### config.mk
export PLATFORM = sky130hd
export DESIGN_NAME = multi_tick_divider
export DESIGN_NICKNAME = d
export VERILOG_FILES = /design/src/rtl/multi_tick_divider.sv
export SDC_FILE = /design/constraint.sdc
export NUM_CORES = 1
export LEC_CHECK = 0
export CAP_MARGIN = 20
export CORE_ASPECT_RATIO = 1.5
export CORE_UTILIZATION = 50
export CTS_BUF_LIST = sky130_fd_sc_hd__clkbuf_4
export DETAILED_ROUTE_END_ITERATION = 8
export GPL_TIMING_DRIVEN = 1
export PLACE_DENSITY_LB_ADDON = 0.12
export SLEW_MARGIN = 0
export SYNTH_ARGS = -nofsm -noshare
export SYNTH_HDL_FRONTEND = slang
export SYNTH_SLANG_ARGS = --single-unit
### constraint.sdc
create_clock -name clk_in -period 5.3 [get_ports clk_in]
set_input_delay 0.53 -clock clk_in [delete_from_list [all_inputs] [get_ports clk_in]]
set_output_delay 0.53 -clock clk_in [all_outputs]
set_load 0.01 [all_outputs]
### src/rtl/multi_tick_divider.sv
// multi_tick_divider: per-channel runtime-programmable clock-enable (tick) and 50% square-wave generator
//
// Optional feature macro: TICK_SYNC_EN (enables the global phase restart input sync)
//
// Ports:
//   clk_in    in   system clock, all state changes on its rising edge
//   rst       in   synchronous active-high reset
//   en        in   per-channel count enable
//   div_load  in   divisor load request (valid)
//   div_sel   in   target channel of the load
//   div_value in   new divisor value (0 and 1 both mean divide-by-1)
//   div_ready out  load port can accept a request
//   sync      in   global phase restart (only used with TICK_SYNC_EN)
//   tick      out  one-cycle strobe per channel period
//   clk_out   out  square wave per channel, period 2*divisor
module multi_tick_divider #(
   parameter int CHANNELS    = 4,
   parameter int WIDTH       = 16,
   parameter int DEFAULT_DIV = 2,
   localparam int SEL_W      = (CHANNELS > 1) ? $clog2(CHANNELS) : 1
) (
   input  logic                clk_in,
   input  logic                rst,
   input  logic [CHANNELS-1:0] en,
   input  logic                div_load,
   input  logic [SEL_W-1:0]    div_sel,
   input  logic [WIDTH-1:0]    div_value,
   output logic                div_ready,
   input  logic                sync,
   output logic [CHANNELS-1:0] tick,
   output logic [CHANNELS-1:0] clk_out
);
   logic [WIDTH-1:0]    cnt_q [CHANNELS];
   logic [WIDTH-1:0]    cnt_d [CHANNELS];
   logic [WIDTH-1:0]    div_q [CHANNELS];
   logic [WIDTH-1:0]    div_d [CHANNELS];
   logic [WIDTH-1:0]    eff   [CHANNELS];
   logic [CHANNELS-1:0] tick_q, tick_d, clk_q, clk_d, bnd, hit;
   logic                pend_q, pend_d, done_q, done_d, rdy_q, rdy_d;
   logic [SEL_W-1:0]    sel_q, sel_d;
   logic [WIDTH-1:0]    val_q, val_d;

   always_comb begin
      cnt_d  = cnt_q;
      div_d  = div_q;
      tick_d = '0;
      clk_d  = clk_q;
      pend_d = pend_q;
      done_d = 1'b0;
      // ready returns one cycle after the shadow value has been applied
      rdy_d  = rdy_q | done_q;
      sel_d  = sel_q;
      val_d  = val_q;
      for (int i = 0; i < CHANNELS; i++) begin
         eff[i] = (div_q[i] == '0) ? WIDTH'(1) : div_q[i];
         bnd[i] = en[i] && (cnt_q[i] == eff[i] - WIDTH'(1));
         hit[i] = pend_q && (sel_q == SEL_W'(i));
         if (en[i]) begin
            cnt_d[i]  = bnd[i] ? '0 : cnt_q[i] + WIDTH'(1);
            tick_d[i] = bnd[i];
            clk_d[i]  = clk_q[i] ^ bnd[i];
         end
         // a disabled channel has no period in progress to protect, so apply at once
         if (hit[i] && (bnd[i] || !en[i])) begin
            div_d[i] = val_q;
            cnt_d[i] = '0;
            pend_d   = 1'b0;
            done_d   = 1'b1;
         end
      end
`ifdef TICK_SYNC_EN
      if (sync) begin
         tick_d = '0;
         clk_d  = '0;
         for (int i = 0; i < CHANNELS; i++) begin
            cnt_d[i] = '0;
            div_d[i] = hit[i] ? val_q : div_q[i];
         end
         pend_d = 1'b0;
         done_d = pend_q;
      end
`endif
      // acceptance comes last so a load captured alongside sync stays pending
      if (div_load && rdy_q && (int'(div_sel) < CHANNELS)) begin
         pend_d = 1'b1;
         rdy_d  = 1'b0;
         sel_d  = div_sel;
         val_d  = div_value;
      end
   end

`ifndef TICK_SYNC_EN
   logic unused_sync;
   assign unused_sync = sync;
`endif

   always_ff @(posedge clk_in) begin
      if (rst) begin
         cnt_q  <= '{default: '0};
         div_q  <= '{default: WIDTH'(DEFAULT_DIV)};
         tick_q <= '0;
         clk_q  <= '0;
         pend_q <= 1'b0;
         done_q <= 1'b0;
         rdy_q  <= 1'b1;
         sel_q  <= '0;
         val_q  <= '0;
      end else begin
         cnt_q  <= cnt_d;
         div_q  <= div_d;
         tick_q <= tick_d;
         clk_q  <= clk_d;
         pend_q <= pend_d;
         done_q <= done_d;
         rdy_q  <= rdy_d;
         sel_q  <= sel_d;
         val_q  <= val_d;
      end
   end

   assign tick      = tick_q;
   assign clk_out   = clk_q;
   assign div_ready = rdy_q;
endmodule

==> flow_metrics.tcl, run 1 <==
set metrics [dict create \
    wl_met3_um 682 \
    clock_sinks 157 \
    met2_length_mm 10.6 \
    fin_crit_sh_pct 76.0 \
    slew_headroom_pct 29.1 \
    cp.depth 12 \
    nets 1101 \
    gp_congestion 0.870 \
    syn_inst 1072 \
    drc 0 \
    ff2ff_path_depth 12 \
    cts_buffers 17 \
    cellPowerDensity_mw_per_mm2 238 \
    grt_pass1_vias 6851 \
    p_total_mw 2.21 \
    clockPowerShare_pct 30.4 \
    clk_pin_slew_ns 0.13 \
    drt_wl_total_mm 21.2 \
    dieArea_mm2 0.0179 \
    h-tree-depth 4 \
    synth_area_mm2 0.00869 \
    cts_setup_buffers 0 \
    drv_cap 0 \
    synth_area_per_cell_um2 8.10 \
    cts_buffer_depth 2 \
    ant_nets 0 \
    async_flop_share_pct 0 \
    synth_top_area_share_pct 36.2 \
    core_area_mm2 0.0169 \
    worst_pin_slew_ns 1.06 \
    ioPinCount 35 \
    synth_area_leaders "dfxtp_1 (36%), xor2_1 (6.8%), xnor2_1 (6.0%)" \
    hold_class "input port to flip-flop" \
    seqPwrFrac_pct 56.5 \
    fillers 1700 \
    grt_pass1_wl_mm 34.6 \
    intPower_mw 1.56 \
    fin_tns_setup_ns 0 \
    setup.reg_to_reg.worst_slack_ns 1.27 \
    r2r-start "div_q[42]" \
    initial_core_util_pct 51.4 \
    cts_root_buffer "clkbuf_4" \
    path_buf_inv 0 \
    syn-num-nets 1106 \
    cts_tree "yes" \
    outcome "finished, final reports clean" \
    combPwrFrac_pct 13.0 \
    rsz0062_at_grt "no" \
    crit_type "flip-flop to flip-flop" \
    crit_path_start_kind "flip-flop" \
    yosys_most_used_dff "dfxtp_1" \
    insertion_delay_ns 0.57 \
    post_drt_wl_per_cell_um 16.4 \
    post_cts_resized 0 \
    firstDrtPassIters 5 \
    grt_max_degree 53 \
    yosysUniqueCellTypes 76 \
    antenna_found_initial 1 \
    critical_path.startpoint "div_q[42]" \
    routed_via_density 5.87 \
    yosysSeqAreaShare_pct 36.2 \
    fin_area_mm2 0.00929 \
    place_area_mm2 0.00904 \
    synth_enable_flop_cells 0 \
    synth.largest_area_cell "dfxtp_1" \
    ctsHoldBuffers 0 \
    die_h_um 163 \
    crit_family "simple AND/OR/NAND/NOR gates" \
    final_common_cell "dfxtp_1" \
    hold_slack_ns 0.408 \
    fin_skew_ns 0.0281 \
    leakagePower_nw 3.26 \
    slowest_delay_ns 0.60 \
    setup_violations 0 \
    slew_violations 0 \
    top_layer_used "met4" \
    synth_warnings 0 \
    wirelength_met1_mm 9.34 \
    cp-endpoint "cnt_q[46]" \
    cp_max_fo 14 \
    reg2reg_to "cnt_q[46]" \
    period_needed_ns 4.03 \
    rows 58 \
    swShare_pct 29.5 \
    drtIter0Drc 468 \
    critPathArrivalTime_ns 4.45 \
    final_cell_mix "dfxtp_1 (157), nand3_1 (102), a21oi_1 (98)" \
    grtUsageTotal_pct 24.6 \
    area_growth_pct 6.97 \
    hold_viol_final 0 \
    vias 7577 \
    dp.final_hpwl_mm 15.1 \
    drive_above_1_share_pct 6.02 \
    power_switching_uw 652 \
    io_buffers 33 \
    synth-seq-cells 157 \
    path_cells "or4_1 > nor4_1 > a21oi_1 > ha_1 > or3b_1 > nor2b_1 > a31oi_1 > mux2i_1 > a311oi_1 > nand3_1 > o211ai_2 > nor2_1" \
    cp_slowest_cell "o211ai_2" \
    peakVddDrop_mv 0.149 \
    die_x_um 110 \
    grt_overflow_total 0 \
    end_kind "flip-flop" \
    required_ns 5.72 \
    fmaxAchievable_ghz 0.248 \
]
[worst register-to-register path: stages, from the launching register on]
cell and delay [ns]:
dfxtp_1 0.39, or4_1 0.57, nor4_1 0.32, a21oi_1 0.18
ha_1 0.24, or3b_1 0.34, nor2b_1 0.09, a31oi_1 0.16
mux2i_1 0.10, a311oi_1 0.46, nand3_1 0.33, o211ai_2 0.60
nor2_1 0.11
[Yosys cell counts, types with 4 or more instances]
library cell / n
nor2_1: 97
xnor2_1: 60
ha_1: 8
a21o_1: 4
nor3_1: 18
nor4_4: 5
a211o_1: 6
inv_1: 19
mux2i_1: 7
clkbuf_1: 46
o21ai_0: 41
dfxtp_1: 157
nand2_1: 75
nand4_1: 23
xor2_1: 67
buf_2: 7
nand2b_1: 6
a211oi_1: 5
nor4_1: 14
and3_1: 29
nand3_1: 102
and2_1: 4
a21oi_1: 98
nor2b_1: 6
a31oi_1: 11
buf_4: 8
or3_1: 9
nor3b_1: 5
nand3b_1: 9
o21ai_1: 37
nor4_2: 6
and4_1: 6
a41oi_1: 4
or4_1: 11
[power by group through the flow]
stage | registers (mW) | clock network, mW | logic, mW
after floorplan | 1.26 | 0 | 0.211
after global placement | 1.28 | 0 | 0.285
after detailed placement | 1.28 | 0 | 0.289
after CTS | 1.25 | 0.699 | 0.290
after global routing | 1.26 | 0.747 | 0.317
final | 1.25 | 0.673 | 0.288
[layer usage]
metal | vias up | global-route usage, %
met5 | - | 0
met4 | 0 | 9.64
met3 | 32 | 4.03
met2 | 133 | 42.0
met1 | 3571 | 30.3
li1 | 3841 | -
[sequential cells by signal, summed over array words and instances (netlist names)]
signal,cells
div_q,64
tick,4
done_q,1
sel_q,2
clk_out,4
val_q,16
pend_q,1
div_ready,1
cnt_q,64
[kinds of logic after synthesis]
kind of cell,Yosys count,share of synthesized area [%]
xor+xnor,127,12.8
fa+ha+maj,8,1.15
flops,157,36.2
buf+inv,82,4.08
mux,8,0.936
simple gates,445,28.0
compound gates,245,16.8
[how the worst min path moves through the flow]
stage / startpoint / endpoint / slack, ns / cells past startpoint
2_1_floorplan: done_q / div_ready / 0.45 / 2
3_3_place_gp: done_q / div_ready / 0.46 / 2
3_5_place_dp: done_q / div_ready / 0.47 / 2
4_1_cts: rst / clk_out[0] / 0.38 / 2
5_1_grt: rst / clk_out[0] / 0.39 / 2
6_report: rst / clk_out[0] / 0.41 / 2
[metrics by stage]
step	util, %	cells	setup WS [ns]
after floorplan	-	1072	1.98
after global placement	53.5	1257	1.31
after detailed placement	53.5	1257	1.30
after CTS	54.9	1288	1.26
after global routing	55.0	1290	0.955
final	55.0	1290	1.27
[layout make-up]
class                      instances  area (um2)  area share, %
timing repair buffer              39         373           4.01
sequential                       157        3140           33.8
multi-input combinational        833        5200           55.9
inverter                          19        71.3          0.767
antenna                            1        2.50         0.0269
clock buffer                      20         150           1.62
clock inverter                    11        95.1           1.02
tap                              210         263           2.83
(Power assumes the default switching activity.)
==> run 2: changes to the inputs <==
==> constraint.sdc (replaced) <==
create_clock -name clk_in -period 3.32 [get_ports clk_in]
set_input_delay 0.332 -clock clk_in [delete_from_list [all_inputs] [get_ports clk_in]]
set_output_delay 0.332 -clock clk_in [all_outputs]
set_load 0.01 [all_outputs]
==> flow_metrics.tcl, run 2 (synthesis gave the netlist of run 1 again) <==
set metrics [dict create \
    setup_violations 15 \
    drc 0 \
    routed_via_density 5.75 \
    dieArea_mm2 0.0179 \
    worst_pin_slew_ns 1.02 \
    grtUsageTotal_pct 26.4 \
    fin_skew_ns 0.0143 \
    grt_pass1_vias 7553 \
    outcome "complete, but fails checks" \
    clk_pin_slew_ns 0.14 \
    grt_overflow_total 0 \
    ioPinCount 35 \
    fin_tns_setup_ns -0.503 \
    insertion_delay_ns 0.58 \
    crit_path_start_kind "flip-flop" \
    fin_ws_ns -0.0668 \
    cp_max_fo 8 \
    required_ns 3.84 \
    crit_type "flip-flop to flip-flop" \
    cts_buffers 17 \
    final_common_cell "dfxtp_1" \
    slew_violations 0 \
    ant_nets 0 \
    rsz0062_at_grt "yes" \
    leakagePower_nw 4.03 \
    fin_crit_sh_pct 102 \
    end_kind "flip-flop" \
    dpl_worst_slack_ns -0.110 \
    grt_max_degree 65 \
    initial_core_util_pct 51.4 \
    hold_viol_final 0 \
    fillers 1482 \
    drt_wl_total_mm 23.1 \
    dp.final_hpwl_mm 16.4 \
    rows 58 \
    fmaxAchievable_ghz 0.295 \
    die_x_um 110 \
    final_cell_mix "dfxtp_1 (152), buf_4 (111), nor2_1 (91)" \
    cellPowerDensity_mw_per_mm2 373 \
    post_drt_wl_per_cell_um 16.4 \
    cts_buffer_depth 2 \
    hold_class "input port to flip-flop" \
    io_buffers 33 \
    h-tree-depth 4 \
    drv_cap 0 \
    gp_congestion 0.819 \
    critPathArrivalTime_ns 3.91 \
    drive_above_1_share_pct 21.2 \
    cts_tree "yes" \
    peakVddDrop_mv 0.236 \
    die_h_um 163 \
    ctsHoldBuffers 0 \
    nets 1223 \
    reg.largest.list "cnt_q: 64 flops, div_q: 64 flops, val_q: 16 flops" \
    clock_sinks 157 \
    violations "setup timing" \
    utilization_pct 64.3 \
    period_needed_ns 3.39 \
    core_area_mm2 0.0169 \
    firstDrtPassIters 5 \
    slew_headroom_pct 31.7 \
    drtIter0Drc 561 \
    cts_root_buffer "clkbuf_4" \
    grt_pass1_wl_mm 37.0 \
    area_growth_pct 25.2 \
    antenna_found_initial 1 \
    vias 8128 \
]
==> run 2: changes by cell type in the layout (fill, tap and decap cells not counted), sizes merged <==
cell and change:
clkbuf -2, clkinv -1, inv +1, buf +121, bufinv +4
==> run 2: routing by layer <==
metal / vias up / routed length (um) / global-route usage (%)
met2: 118 / 11600 / 45.5
li1: 4095 / - / -
met1: 3856 / 10100 / 32.0
met5: - / 0 / 0
met3: 59 / 530 / 3.59
met4: 0 / 898 / 12.1
==> run 2: worst max-delay path: stages, from the launching register on <==
cell     delay, ns
dfxtp_2       0.36
nor4_4        0.31
nand4_1       0.18
nor2b_4       0.18
ha_4          0.16
buf_6         0.11
xor2_2        0.15
xnor2_1       0.19
nand4_1       0.13
nor4_2        0.29
nand4_1       0.21
buf_6         0.18
o31ai_4       0.37
buf_6         0.23
nand3_2       0.10
a21oi_2       0.18
==> run 2: power breakdown <==
| group | total [mW] | switching, mW | internal, mW |
|---|---|---|---|
| registers | 1.99 | 0.0634 | 1.93 |
| clock network | 1.40 | 0.731 | 0.671 |
| logic | 0.660 | 0.348 | 0.312 |
==> run 2: path summary, 6_finish.rpt <==
check / to / slack (ns) / from / depth (start not counted)
max: div_q[28] / -0.07 / div_q[21] / 15
min: clk_out[2] / 0.17 / rst / 2
max reg2reg: div_q[28] / -0.07 / div_q[21] / 15
min reg2reg: div_ready / 0.49 / done_q / 2
==> run 2: per-stage QoR <==
stage               hold slack (ns)  cell area (um2)  power, mW  instances
finish                        0.170            10900       4.05       1413
global placement              0.461             9970       2.59       1369
floorplan                     0.454             8690       2.35       1072
CTS                           0.114            10400       4.02       1406
global route                  0.177            10900       4.21       1413
detailed placement            0.468             9970       2.60       1369
==> run 2: area by class of cell <==
type	instances	area, um2	share of cell area (%)
multi-input combinational	833	5600	51.5
sequential	157	3150	29.0
timing repair buffer	161	1440	13.3
tap	210	263	2.42
clock inverter	15	219	2.01
clock buffer	17	128	1.17
inverter	19	71.3	0.656
antenna	1	2.50	0.0230
==> run 2: repair_timing <==
item,4_1_cts,5_1_grt
endpoints found under the setup margin,97,134
gates cloned,1,2
gates resized for setup,12,97
setup buffers,4,6
pin swaps,8,43
